===== src/rtl/spart_pkg.sv =====
// Shared definitions for the SPART serial channels: parity modes, transmitter
// states and frame helpers.
package spart_pkg;

    localparam logic [1:0] PAR_NONE = 2'b00;
    localparam logic [1:0] PAR_EVEN = 2'b01;
    localparam logic [1:0] PAR_ODD  = 2'b10;

    typedef enum logic [2:0] {
        IDLE   = 3'd0,
        START  = 3'd1,
        DATA   = 3'd2,
        PARITY = 3'd3,
        STOP   = 3'd4
    } tx_state_t;

    // Bit periods per frame: start + data + optional parity + stop bits.
    function automatic int unsigned frame_len(input int unsigned data_w,
                                              input logic par_en,
                                              input int unsigned stop_bits);
        return 32'd1 + data_w + (par_en ? 32'd1 : 32'd0) + stop_bits;
    endfunction

    // Mode 2'b11 carries no parity bit, same as PAR_NONE.
    function automatic logic parity_enabled(input logic [1:0] mode);
        return (mode == PAR_EVEN) || (mode == PAR_ODD);
    endfunction

    // Data is zero-extended to 9 bits, which leaves the XOR unchanged.
    function automatic logic parity_bit(input logic [8:0] data, input logic [1:0] mode);
        return (mode == PAR_ODD) ? ~(^data) : (^data);
    endfunction

endpackage


===== src/rtl/spart_sync_fifo.sv =====
// Small synchronous FIFO with registered full/empty flags; a push into a full
// FIFO is accepted only when a pop happens in the same cycle.
module spart_sync_fifo #(
    parameter int WIDTH = 8,
    parameter int DEPTH = 4
) (
    input  logic             clk,
    input  logic             rst,
    input  logic             push,
    input  logic             pop,
    input  logic [WIDTH-1:0] din,
    output logic [WIDTH-1:0] dout,
    output logic             full,
    output logic             empty
);

    localparam int AW = (DEPTH > 1) ? $clog2(DEPTH) : 1;
    localparam int CW = $clog2(DEPTH + 1);
    localparam logic [AW-1:0] PTR_ONE  = AW'(1);
    localparam logic [CW-1:0] CNT_ONE  = CW'(1);
    localparam logic [CW-1:0] CNT_FULL = CW'(DEPTH);

    logic [WIDTH-1:0] mem_r [DEPTH];
    logic [AW-1:0]    wr_ptr_r;
    logic [AW-1:0]    rd_ptr_r;
    logic [CW-1:0]    count_r;
    logic [CW-1:0]    count_nxt_s;
    logic             full_r;
    logic             empty_r;
    logic             push_ok_s;
    logic             pop_ok_s;

    assign pop_ok_s  = pop & ~empty_r;
    assign push_ok_s = push & (~full_r | pop_ok_s);

    // Next occupancy from the accepted push/pop pair.
    always_comb begin
        count_nxt_s = count_r;
        if (push_ok_s && !pop_ok_s) begin
            count_nxt_s = count_r + CNT_ONE;
        end else if (!push_ok_s && pop_ok_s) begin
            count_nxt_s = count_r - CNT_ONE;
        end else begin
            count_nxt_s = count_r;
        end
    end

    // Storage array; contents need no reset because the pointers gate reads.
    always_ff @(posedge clk) begin
        if (push_ok_s) begin
            mem_r[wr_ptr_r] <= din;
        end
    end

    // Pointers, count and status flags.
    always_ff @(posedge clk) begin
        if (rst) begin
            wr_ptr_r <= '0;
            rd_ptr_r <= '0;
            count_r  <= '0;
            full_r   <= 1'b0;
            empty_r  <= 1'b1;
        end else begin
            if (push_ok_s) begin
                wr_ptr_r <= wr_ptr_r + PTR_ONE;
            end
            if (pop_ok_s) begin
                rd_ptr_r <= rd_ptr_r + PTR_ONE;
            end
            count_r <= count_nxt_s;
            full_r  <= (count_nxt_s == CNT_FULL);
            empty_r <= (count_nxt_s == '0);
        end
    end

    assign dout  = mem_r[rd_ptr_r];
    assign full  = full_r;
    assign empty = empty_r;

endmodule


===== src/rtl/spart_tx_param.sv =====
// SPART transmit channel: FIFO-buffered writes serialised as start, LSB-first
// data, optional parity and stop bits, advancing one bit per baud_tick.
module spart_tx_param
    import spart_pkg::*;
#(
    parameter int DATA_W     = 8,
    parameter int FIFO_DEPTH = 4,
    parameter int STOP_BITS  = 1
) (
    input  logic              clk,
    input  logic              rst,
    input  logic              baud_tick,
    input  logic              wr_en,
    input  logic [DATA_W-1:0] wr_data,
    input  logic [1:0]        parity_mode,
    output logic              txd,
    output logic              tbr,
    output logic              busy,
    output logic              empty,
    output logic              overflow
);

    localparam int CNT_W = $clog2(DATA_W + 1);
    localparam logic [CNT_W-1:0] CNT_ONE   = CNT_W'(1);
    localparam logic [CNT_W-1:0] DATA_LAST = CNT_W'(DATA_W - 1);
    localparam logic [CNT_W-1:0] STOP_LAST = CNT_W'(STOP_BITS - 1);

    tx_state_t         state_r, state_nxt_s;
    logic [CNT_W-1:0]  cnt_r, cnt_nxt_s;
    logic [DATA_W-1:0] shift_r, shift_nxt_s;
    logic              par_bit_r, par_bit_nxt_s;
    logic              par_en_r, par_en_nxt_s;
    logic              txd_r, txd_nxt_s;
    logic              busy_r, busy_nxt_s;
    logic              overflow_r;
    logic              load_s;
    logic              pop_s;
    logic [8:0]        data_ext_s;
    logic [DATA_W-1:0] fifo_dout_s;
    logic              fifo_full_s;
    logic              fifo_empty_s;

    spart_sync_fifo #(
        .WIDTH (DATA_W),
        .DEPTH (FIFO_DEPTH)
    ) u_fifo (
        .clk   (clk),
        .rst   (rst),
        .push  (wr_en),
        .pop   (pop_s),
        .din   (wr_data),
        .dout  (fifo_dout_s),
        .full  (fifo_full_s),
        .empty (fifo_empty_s)
    );

    // Zero-extend the FIFO head for the shared parity helper.
    always_comb begin
        data_ext_s = 9'd0;
        data_ext_s[DATA_W-1:0] = fifo_dout_s;
    end

    // Next-state and datapath; nothing moves between ticks.
    always_comb begin
        state_nxt_s   = state_r;
        cnt_nxt_s     = cnt_r;
        shift_nxt_s   = shift_r;
        par_bit_nxt_s = par_bit_r;
        par_en_nxt_s  = par_en_r;
        txd_nxt_s     = txd_r;
        busy_nxt_s    = busy_r;
        load_s        = 1'b0;
        pop_s         = 1'b0;
        if (baud_tick) begin
            case (state_r)
                IDLE: begin
                    load_s = ~fifo_empty_s;
                end
                START: begin
                    txd_nxt_s   = shift_r[0];
                    shift_nxt_s = shift_r >> 1;
                    cnt_nxt_s   = '0;
                    state_nxt_s = DATA;
                end
                DATA: begin
                    if (cnt_r == DATA_LAST) begin
                        cnt_nxt_s = '0;
                        if (par_en_r) begin
                            txd_nxt_s   = par_bit_r;
                            state_nxt_s = PARITY;
                        end else begin
                            txd_nxt_s   = 1'b1;
                            state_nxt_s = STOP;
                        end
                    end else begin
                        txd_nxt_s   = shift_r[0];
                        shift_nxt_s = shift_r >> 1;
                        cnt_nxt_s   = cnt_r + CNT_ONE;
                    end
                end
                PARITY: begin
                    txd_nxt_s   = 1'b1;
                    cnt_nxt_s   = '0;
                    state_nxt_s = STOP;
                end
                STOP: begin
                    if (cnt_r == STOP_LAST) begin
                        if (!fifo_empty_s) begin
                            load_s = 1'b1;
                        end else begin
                            txd_nxt_s   = 1'b1;
                            busy_nxt_s  = 1'b0;
                            state_nxt_s = IDLE;
                        end
                    end else begin
                        cnt_nxt_s = cnt_r + CNT_ONE;
                    end
                end
                default: begin
                    txd_nxt_s   = 1'b1;
                    busy_nxt_s  = 1'b0;
                    state_nxt_s = IDLE;
                end
            endcase
        end else begin
            load_s = 1'b0;
        end
        // Popping the head also latches the parity mode for the whole frame.
        if (load_s) begin
            pop_s         = 1'b1;
            shift_nxt_s   = fifo_dout_s;
            par_en_nxt_s  = parity_enabled(parity_mode);
            par_bit_nxt_s = parity_bit(data_ext_s, parity_mode);
            txd_nxt_s     = 1'b0;
            busy_nxt_s    = 1'b1;
            cnt_nxt_s     = '0;
            state_nxt_s   = START;
        end else begin
            pop_s = 1'b0;
        end
    end

    // State, datapath and sticky overflow registers.
    always_ff @(posedge clk) begin
        if (rst) begin
            state_r    <= IDLE;
            cnt_r      <= '0;
            shift_r    <= '0;
            par_bit_r  <= 1'b0;
            par_en_r   <= 1'b0;
            txd_r      <= 1'b1;
            busy_r     <= 1'b0;
            overflow_r <= 1'b0;
        end else begin
            state_r    <= state_nxt_s;
            cnt_r      <= cnt_nxt_s;
            shift_r    <= shift_nxt_s;
            par_bit_r  <= par_bit_nxt_s;
            par_en_r   <= par_en_nxt_s;
            txd_r      <= txd_nxt_s;
            busy_r     <= busy_nxt_s;
            overflow_r <= overflow_r | (wr_en & fifo_full_s & ~pop_s);
        end
    end

    assign txd      = txd_r;
    assign tbr      = ~fifo_full_s;
    assign busy     = busy_r;
    assign empty    = fifo_empty_s & ~busy_r;
    assign overflow = overflow_r;

endmodule


===== config.mk =====
export PLATFORM = sky130hd
export DESIGN_NAME = spart_tx_param
export DESIGN_NICKNAME = d
export VERILOG_FILES = /design/src/rtl/spart_pkg.sv /design/src/rtl/spart_sync_fifo.sv /design/src/rtl/spart_tx_param.sv
export SDC_FILE = /design/constraint.sdc
export NUM_CORES = 1
export LEC_CHECK = 0
export BUFFER_PORTS_ARGS = -buffer_cell sky130_fd_sc_hd__clkbuf_2
export CAP_MARGIN = 0
export CORE_UTILIZATION = 55
export DETAILED_ROUTE_END_ITERATION = 7
export GPL_ROUTABILITY_DRIVEN = 1
export PLACE_DENSITY = 0.82
export SLEW_MARGIN = 0
export SYNTH_ARGS = -nofsm -noshare
export SYNTH_HDL_FRONTEND = slang
export SYNTH_SLANG_ARGS = --single-unit

===== constraint.sdc =====
create_clock -name clk -period 5.4 [get_ports clk]
set_input_delay 0.54 -clock clk [delete_from_list [all_inputs] [get_ports clk]]
set_output_delay 0.54 -clock clk [all_outputs]
set_load 0.02 [all_outputs]

======== Word level (Yosys, flattened, before mapping) ========
Memory sizes are Yosys's and may differ from the RTL's. A register that Yosys moved wholly into a read port is not among the register bits.
Cells that the tools add are included.
operators by class
  add/subtract/negate cells ............... 5
  $mul .................................... 0
  divide/modulo/power cells ............... 0
  order comparisons ....................... 0
  eq/ne operators ......................... 18
  shift-type cells ........................ 0
  mux-type cells .......................... 38
  bitwise gates (word level) .............. 13
  reductions and logical operators ........ 21
operator list
  kind                   count
  $mux W8                3
  $mux W1                19
  $mux W3                6
  $pmux W8 S2            1
  $pmux W3 S5            1
  $pmux W4 S3            1
  $reduce_and A5 Y1      2
  $ne A3 B3 Y1 const B   3
  $reduce_xor A9 Y1      1
  $mux W4                2
  $ne A2 B2 Y1 const B   4
  $reduce_and A4 Y1      2
  $eq A3 B2 Y1 const B   2
  $eq A3 B3 Y1 const B   2
  $logic_not A3 Y1       2
  $not A1 Y1             6
  $reduce_and A3 Y1      2
  $reduce_bool A3 Y1     2
  $and A1 B1 Y1          5
  $add A2 B1 Y2 const B  2
  $add A4 B1 Y4 const B  1
  $eq A4 B3 Y1 const B   1
  $logic_not A4 Y1       1
  $mux W2                2
  16 further kinds       22
word-level totals
  flip-flop bits (word level) ............. 29
  bits in latches ......................... 0
  RAM bits ................................ 32
  bits in read-only memories .............. 0
  memories kept ........................... 1
memories
  memory        words  bits a word  rd ports  clocked after Yosys merged registers in  wr ports  line                   source
  u_fifo.mem_r  4      8            1         1                                        1         spart_sync_fifo.sv:23  logic [WIDTH-1:0] mem_r [DEPTH];

======== Longest topological paths before layout ========
Gate-level depths: netlist of the first run.
  depth after elaboration ................. 13
  mapped depth ............................ 9
  depth with buffers taken out ............ 8

======== Modules after synthesis ========
From an unflattened synthesis of the first run, not the netlist that was laid out.
unflattened totals
  cells, all modules ...................... 234
  area, all modules ....................... 2967.8 um^2
by module, submodules not included
  module           instances  cells an instance  area an instance (um^2)
  spart_sync_fifo  1          99                 1739.2
  spart_tx_param   1          135                1228.7

======== Worst setup path after synthesis of the first run ========
OpenSTA, ideal clock, no wires.
  kind .................................... input to register
  start ................................... input port baud_tick
  end ..................................... memory u_fifo.mem_r[0][0], enable pin
  library setup time ...................... 0.332 ns
  data arrival time ....................... 1.920 ns
  required time ........................... 5.068 ns
  setup slack ............................. 3.149 ns
  cell stages on the path ................. 5
  path through ............................ buf_2 -> nor4b_1 -> o21ai_1 -> a21oi_1 -> and2_1
on the way
  word-level cells in the longest chain between the ends .. 7
RTL lines
  what                           line                   source
  start: declaration             spart_tx_param.sv:12   input logic baud_tick,
  $mux W1                        spart_tx_param.sv:74   if (baud_tick) begin
  $mux W1                        spart_tx_param.sv:129  if (load_s) begin
  $and A1 B1 Y1                  spart_sync_fifo.sv:33  assign pop_ok_s = pop & ~empty_r;
  $or A1 B1 Y1                   spart_sync_fifo.sv:34  assign push_ok_s = push & (~full_r | pop_ok_s);
  $and A1 B1 Y1                  spart_sync_fifo.sv:34
  $mux W1                        spart_sync_fifo.sv:50  if (push_ok_s) begin
  $mux W1 (not written as such)  spart_sync_fifo.sv:51  mem_r[wr_ptr_r] <= din;
  end: declaration               spart_sync_fifo.sv:23
Every way passes these cells.

======== Final worst setup path of the first run ========
  start ................................... register cnt_r[0]
  end ..................................... memory u_fifo.mem_r[3][0], enable pin
on the way
  word-level cells in the longest chain between the ends .. 10
RTL lines
  what                           line                   source
  start: declaration             spart_tx_param.sv:29   logic [CNT_W-1:0] cnt_r, cnt_nxt_s;
  start signal: assignment       spart_tx_param.sv:156  cnt_r <= cnt_nxt_s;
  $logic_not A4 Y1               spart_tx_param.sv:107  if (cnt_r == STOP_LAST) begin
  $mux W1                        spart_tx_param.sv:107
  $pmux W1 S2                    spart_tx_param.sv:75   case (state_r)
  $mux W1                        spart_tx_param.sv:74
  $mux W1                        spart_tx_param.sv:129
  $and A1 B1 Y1                  spart_sync_fifo.sv:33
  $or A1 B1 Y1                   spart_sync_fifo.sv:34
  $and A1 B1 Y1                  spart_sync_fifo.sv:34
  $mux W1                        spart_sync_fifo.sv:50
  $mux W1 (not written as such)  spart_sync_fifo.sv:51
Every way passes these cells.

==> run_results.csv, run 1 <==
group,metric,value,unit
timing,clock_skew,0.00971,ns
synthesis,synth_nets,266,
finish,final_common_cell,"edfxtp_1",
die,fp.coreArea,0.00488,mm²
drt,drc,0,
synthesis,synth_seq_cells,63,
global_route,grt_start_max_net_pins,25,
timing,slew_headroom,0.597,
timing,fin_crit_sh,0.460,
finish,finish.utilization,0.661,
drt,drtAntennaViolNets,0,
clocking,post_cts_resized,0,
drt,post_drt_wl_per_cell,15.5,µm
placement,gp_congestion,0.891,
worst_setup_path,ff2ff_path_depth,6,
clocking,post_cts_buffers,0,
timing,period_minus_slack,2.48,ns
min_path,min_path_type,"in2reg",
global_route,globalRouteOverflowTotal,0,
timing,setup_tns,0,ns
power,powerDensity,421,mW/mm²
worst_setup_path,arrival,2.49,ns
timing,max_slew.worst_pin.slew,0.602,ns
die,rows,25,
global_route,grt_pass1_wl,8380,µm
clocking,h-tree-depth,3,
timing,slew_violations,0,
global_route,grt_usage,0.212,
run_status,status,"completed",
synthesis,synth_seq_area_share,0.549,
placement,placed_cells,318,
finish,layout_common_cells,"32 x edfxtp_1, 31 x nor2_1, 31 x dfxtp_1",
die,die_y,74.4,µm
timing,setup_slack,2.92,ns
finish,drive_above_1_share,0.169,
clocking,clkLatencyLatePin,0.34,ns
finish,diodes,0,
worst_setup_path,cp_max_fo,8,
clocking,clkTransAtPathRegs,0.08,ns
die,io_pins,19,
power,power.leakage,1.21,nW
power,max-vdd-ir-drop,0.000258,V
drt,viasPerCell,5.70,
global_route,antenna_found_initial,0,
power,totalPowerFinal,1.36,mW
timing,setup_viol,0,
synthesis,synth_area_leader_cell,"edfxtp_1",
clocking,clock-sinks,63,
placement,hpwl,3580,µm
timing,fmax,403,MHz
global_route,grt_pass1_vias,1745,
worst_setup_path,critical_path_class,"reg2reg",
placement,preCtsSetupSlack,2.60,ns
finish,fin_cells,334,
timing,rsz0062_at_grt,"false",
synthesis,yosysTopAreaCellShare,0.334,
worst_setup_path,critPathRequiredTime,5.40,ns
drt,drt_iter0_markers,102,
flow_run,maxCapViolCount,0,
worst_setup_path,cp-end-kind,"register",
drt,num_vias,1903,
worst_setup_path,start_kind,"register",
clocking,numCtsBuffers,9,
synthesis,netlist_area,0.00288,mm²
synthesis,syn_inst,243,
drt,firstDrtPassIters,4,
synthesis,ys_types,48,
timing,hold_viol_final,0,
die,chipWidth,74.4,µm
min_path,holdPathStages,1,
placement,port_buffers,18,
die,initial_core_util,0.590,
clocking,cts_hold_buf,0,
worst_setup_path,ff2ff_setup_slack,2.92,ns
die,dieArea,0.00553,mm²
clocking,root_buffer,"clkbuf_8",
finish,num-nets-final,285,
synthesis,yosysWarnings,0,
drt,drt_wl_total,5180,µm
synthesis,synth_area_leaders,"edfxtp_1 33%, dfxtp_1 22%, nor2_1 4.0%",
synthesis,syn_area_per_cell,11.9,µm²
clocking,clockBufferDepth,2,
clocking,cts_tree,"yes",
finish,areaGrowthSynthToFinish,11.9,%
## power by group
group | leakage, nW | total (mW) | internal (mW) | switching [mW]
logic | 0.546 | 0.303 | 0.148 | 0.156
registers | 0.547 | 0.597 | 0.553 | 0.0437
clock network | 0.114 | 0.458 | 0.265 | 0.193
## final timing paths
path	startpoint	end
max	cnt_r[0]$_SDFFE_PP0P_	u_fifo.mem_r[3][0]$_DFFE_PP_
min	wr_data[5]	u_fifo.mem_r[1][5]$_DFFE_PP_
max reg2reg	cnt_r[0]$_SDFFE_PP0P_	u_fifo.mem_r[3][0]$_DFFE_PP_
min reg2reg	par_bit_r$_SDFFE_PP0N_	par_bit_r$_SDFFE_PP0N_
## cells by family after synthesis
kind of cell	count (synthesis)	synth area share
and+or+nand+nor	67	0.114
muxes	13	0.0851
xor gates and xnor gates	12	0.0439
buffers and inverters	23	0.0374
DFF	63	0.549
AOI/OAI and AO/OA	56	0.132
adders and majority gates	9	0.0391
## stage by stage
stage	instance area, µm²	hold slack (ns)
after CTS	3220	0.409
after detailed placement	3000	0.474
after floorplan	2880	0.441
after global placement	3000	0.471
after global routing	3220	0.407
final	3220	0.418
## Yosys cell counts, drive strengths merged
cell / instances
a211oi: 2
a21o: 1
a21oi: 15
a22o: 7
a22oi: 9
a2bb2oi: 2
a31oi: 1
and2: 5
and3: 1
buf: 5
clkbuf: 5
dfxtp: 31
edfxtp: 32
ha: 9
inv: 13
mux2i: 5
mux4: 8
nand2: 8
nand2b: 1
nand3: 4
nand3b: 1
nor2: 31
nor2b: 6
nor3: 4
nor3b: 2
nor4b: 1
o211ai: 2
o21a: 1
o21ai: 11
o22ai: 1
o2bb2a: 1
o31ai: 2
o32a: 1
or2: 1
or4: 1
or4b: 1
xnor2: 8
xnor3: 1
xor2: 3
## flip-flops by register name (all words and copies together), names as in the netlist, named ones only
name             flops
u_fifo.full          1
shift_r              8
u_fifo.wr_ptr_r      2
u_fifo.mem_r        32
u_fifo.empty         1
txd                  1
par_en_r             1
busy                 1
state_r              3
overflow             1
u_fifo.count_r       3
par_bit_r            1
cnt_r                4
u_fifo.rd_ptr_r      2
## per-layer routing
layer | wire length (µm) | vias to the layer above | GRT usage | part of all wire
met4 | 88 | 0 | 0.0901 | 0.017
met5 | 0 | - | 0 | 0
met1 | 2460 | 917 | 0.282 | 0.47
met2 | 2420 | 40 | 0.317 | 0.47
li1 | - | 933 | - | -
met3 | 214 | 13 | 0.0732 | 0.041
## worst max-delay path, cell delays in order (launching register included)
cell and delay (ns):
dfxtp_1 0.35, inv_1 0.07, ha_1 0.13, nor3b_1 0.37, o21ai_1 0.29, a21oi_1 0.51, and2_1 0.43
## final cells by class
cell class	count	area, µm²
Clock buffer	9	124
Clock inverter	7	104
Fill cell	361	1660
Inverter	13	48.8
Multi-Input combinational cell	157	1190
Sequential cell	63	1580
Tap cell	67	83.8
Timing Repair Buffer	18	90.1
No activity file was read; power rests on OpenSTA's default activity.
==> run 2, diff against run 1 <==
--- a/config.mk
+++ b/config.mk
@@ -7,10 +7,10 @@
 export LEC_CHECK = 0
 export BUFFER_PORTS_ARGS = -buffer_cell sky130_fd_sc_hd__clkbuf_2
 export CAP_MARGIN = 0
-export CORE_UTILIZATION = 55
+export CORE_UTILIZATION = 54
 export DETAILED_ROUTE_END_ITERATION = 7
 export GPL_ROUTABILITY_DRIVEN = 1
-export PLACE_DENSITY = 0.82
+export PLACE_DENSITY = 0.84
 export SLEW_MARGIN = 0
 export SYNTH_ARGS = -nofsm -noshare
 export SYNTH_HDL_FRONTEND = slang
==> constraint.sdc (replaced) <==
create_clock -name clk -period 2.2 [get_ports clk]
set_input_delay 0.22 -clock clk [delete_from_list [all_inputs] [get_ports clk]]
set_output_delay 0.22 -clock clk [all_outputs]
set_load 0.02 [all_outputs]
==> run 2 against run 1 <==
Worst setup slack worse by 2.8 ns. Sequential cell count unchanged. Sequential share of layout area fell by 1.9 points. Critical endpoint is now u_fifo.empty$_SDFF_PP1_.
==> run_results.csv, run 2 (same netlist as run 1, synthesis figures left out) <==
group,metric,value,unit
timing,hold_slack,0.102,ns
finish,fin_cells,354,
timing,period_minus_slack,2.07,ns
timing,fmax,483,MHz
global_route,grt_start_max_net_pins,25,
timing,setup_slack,0.129,ns
finish,final_common_cell,"edfxtp_1",
timing,setup_viol,0,
timing,slew_violations,0,
placement,hpwl,3680,µm
timing,slew_headroom,0.663,
worst_setup_path,critical_path_class,"reg2reg",
finish,finish.utilization,0.656,
worst_setup_path,start_kind,"register",
finish,drive_above_1_share,0.243,
die,chipWidth,75.0,µm
global_route,antenna_found_initial,0,
drt,drt_iter0_markers,137,
timing,clock_skew,0.00754,ns
placement,gp_congestion,0.871,
placement,port_buffers,18,
power,p_int,2.22,mW
drt,post_drt_wl_per_cell,14.4,µm
drt,drc,0,
die,dieArea,0.00563,mm²
finish,diodes,0,
placement,preCtsSetupSlack,0.00891,ns
clocking,clkLatencyLatePin,0.33,ns
power,p_switching,0.988,mW
timing,hold_viol_final,0,
power,clkPwrFrac,0.279,
timing,setup_tns,0,ns
finish,fillers,392,
worst_setup_path,cp-end-kind,"register",
die,rows,26,
drt,firstDrtPassIters,4,
drt,viasPerCell,5.45,
placement,placed_cells,338,
finish,layout_common_cells,"32 x edfxtp_1, 31 x dfxtp_1, 30 x nor2_1",
die,initial_core_util,0.564,
timing,max_slew.worst_pin.slew,0.505,ns
timing,fin_crit_sh,0.941,
die,die_y,75.0,µm
finish,reg_top3,"u_fifo.mem_r: 32 flops, shift_r: 8 flops, cnt_r: 4 flops",
power,pwr-share-comb,0.276,
global_route,grt_usage,0.213,
finish,num-nets-final,302,
power,switching_share,0.308,
drt,num_vias,1928,
worst_setup_path,arrival,2.30,ns
global_route,grt_pass1_wl,8550,µm
die,fp.coreArea,0.00511,mm²
clocking,root_buffer,"clkbuf_8",
finish,areaGrowthSynthToFinish,16.4,%
worst_setup_path,cp_max_fo,5,
power,max-vdd-ir-drop,0.000661,V
flow_run,maxCapViolCount,0,
clocking,clkTransAtPathRegs,0.07,ns
die,io_pins,19,
timing,rsz0062_at_grt,"false",
global_route,globalRouteOverflowTotal,0,
power,powerDensity,958,mW/mm²
clocking,h-tree-depth,3,
run_status,status,"completed",
clocking,clockBufferDepth,2,
drt,drtAntennaViolNets,0,
min_path,min_path_type,"in2reg",
finish,largest_reg_flops,32,
power,p_seq_frac,0.445,
worst_setup_path,critPathRequiredTime,2.43,ns
drt,drt_wl_total,5100,µm
power,power.leakage,1.28,nW
clocking,clock-sinks,63,
clocking,cts_tree,"yes",
clocking,numCtsBuffers,9,
global_route,grt_pass1_vias,1861,
finish,regMostFlops,"u_fifo.mem_r",
[run 2: changes by cell type in the layout (fill, tap and decap cells not counted), moves of 2 or more]
cell       before  now
buf_4           0   15
and2_1          5    2
and2_2          0    3
buf_12          0    2
bufinv_16       2    0
[run 2: final timing paths]
kind | startpoint | end | slack (ns) | cells after the start
setup reg to reg | cnt_r[0]$_SDFFE_PP0P_ | u_fifo.empty$_SDFF_PP1_ | 0.13 | 9
setup / recovery | cnt_r[0]$_SDFFE_PP0P_ | u_fifo.empty$_SDFF_PP1_ | 0.13 | 9
hold reg to reg | txd$_SDFFE_PP1P_ | txd$_SDFFE_PP1P_ | 0.47 | 2
hold / removal | wr_data[5] | u_fifo.mem_r[1][5]$_DFFE_PP_ | 0.10 | 1
[run 2: cell type report]
cell class              instances  area, µm²  share of cell area
repair buffers                 35        243              0.0724
clock buffers                   9        124              0.0370
well taps                      70       87.6              0.0261
flip-flops and latches         63       1580               0.472
clock inverters                 7       56.3              0.0168
multi-input cells             157       1210               0.361
inverters                      13       48.8              0.0146
[run 2: metrics by stage]
step           total power, mW  cell area (µm²)
2_1_floorplan             2.09             2880
3_3_place_gp              2.30             3150
3_5_place_dp              2.33             3150
4_1_cts                   3.24             3340
5_1_grt                   3.40             3350
6_report                  3.21             3350
[run 2: power groups by stage]
stage	registers, mW	logic (mW)	clock network [mW]
3_5_place_dp	1.46	0.877	0
6_report	1.43	0.885	0.896
3_3_place_gp	1.45	0.853	0
5_1_grt	1.44	0.972	0.981
4_1_cts	1.43	0.884	0.921
2_1_floorplan	1.45	0.638	0
[run 2: metal layers]
metal | up-vias | wire (µm) | part of all wire | GRT usage
met5 | - | 0 | 0 | 0
met2 | 37 | 2640 | 0.52 | 0.346
met1 | 919 | 2270 | 0.44 | 0.273
met3 | 4 | 171 | 0.034 | 0.0683
li1 | 968 | - | - | -
met4 | 0 | 19 | 0.0037 | 0.0692
[run 2: timing repair]
action                     4_1_cts  5_1_grt
gates resized for setup          2        6
buffers inserted                 0        0
hold buffers                     0        0
setup endpoints to repair       17       26
pin swaps                        0        1
hold endpoints to repair         0        0
[run 2: worst max-delay path: stages, from the launching register on]
cell     delay [ns]
dfxtp_1        0.39
inv_1          0.07
ha_1           0.19
nor3b_2        0.19
o21ai_1        0.21
buf_4          0.17
mux2i_1        0.30
xnor2_1        0.19
nor2_1         0.08
a21o_1         0.17
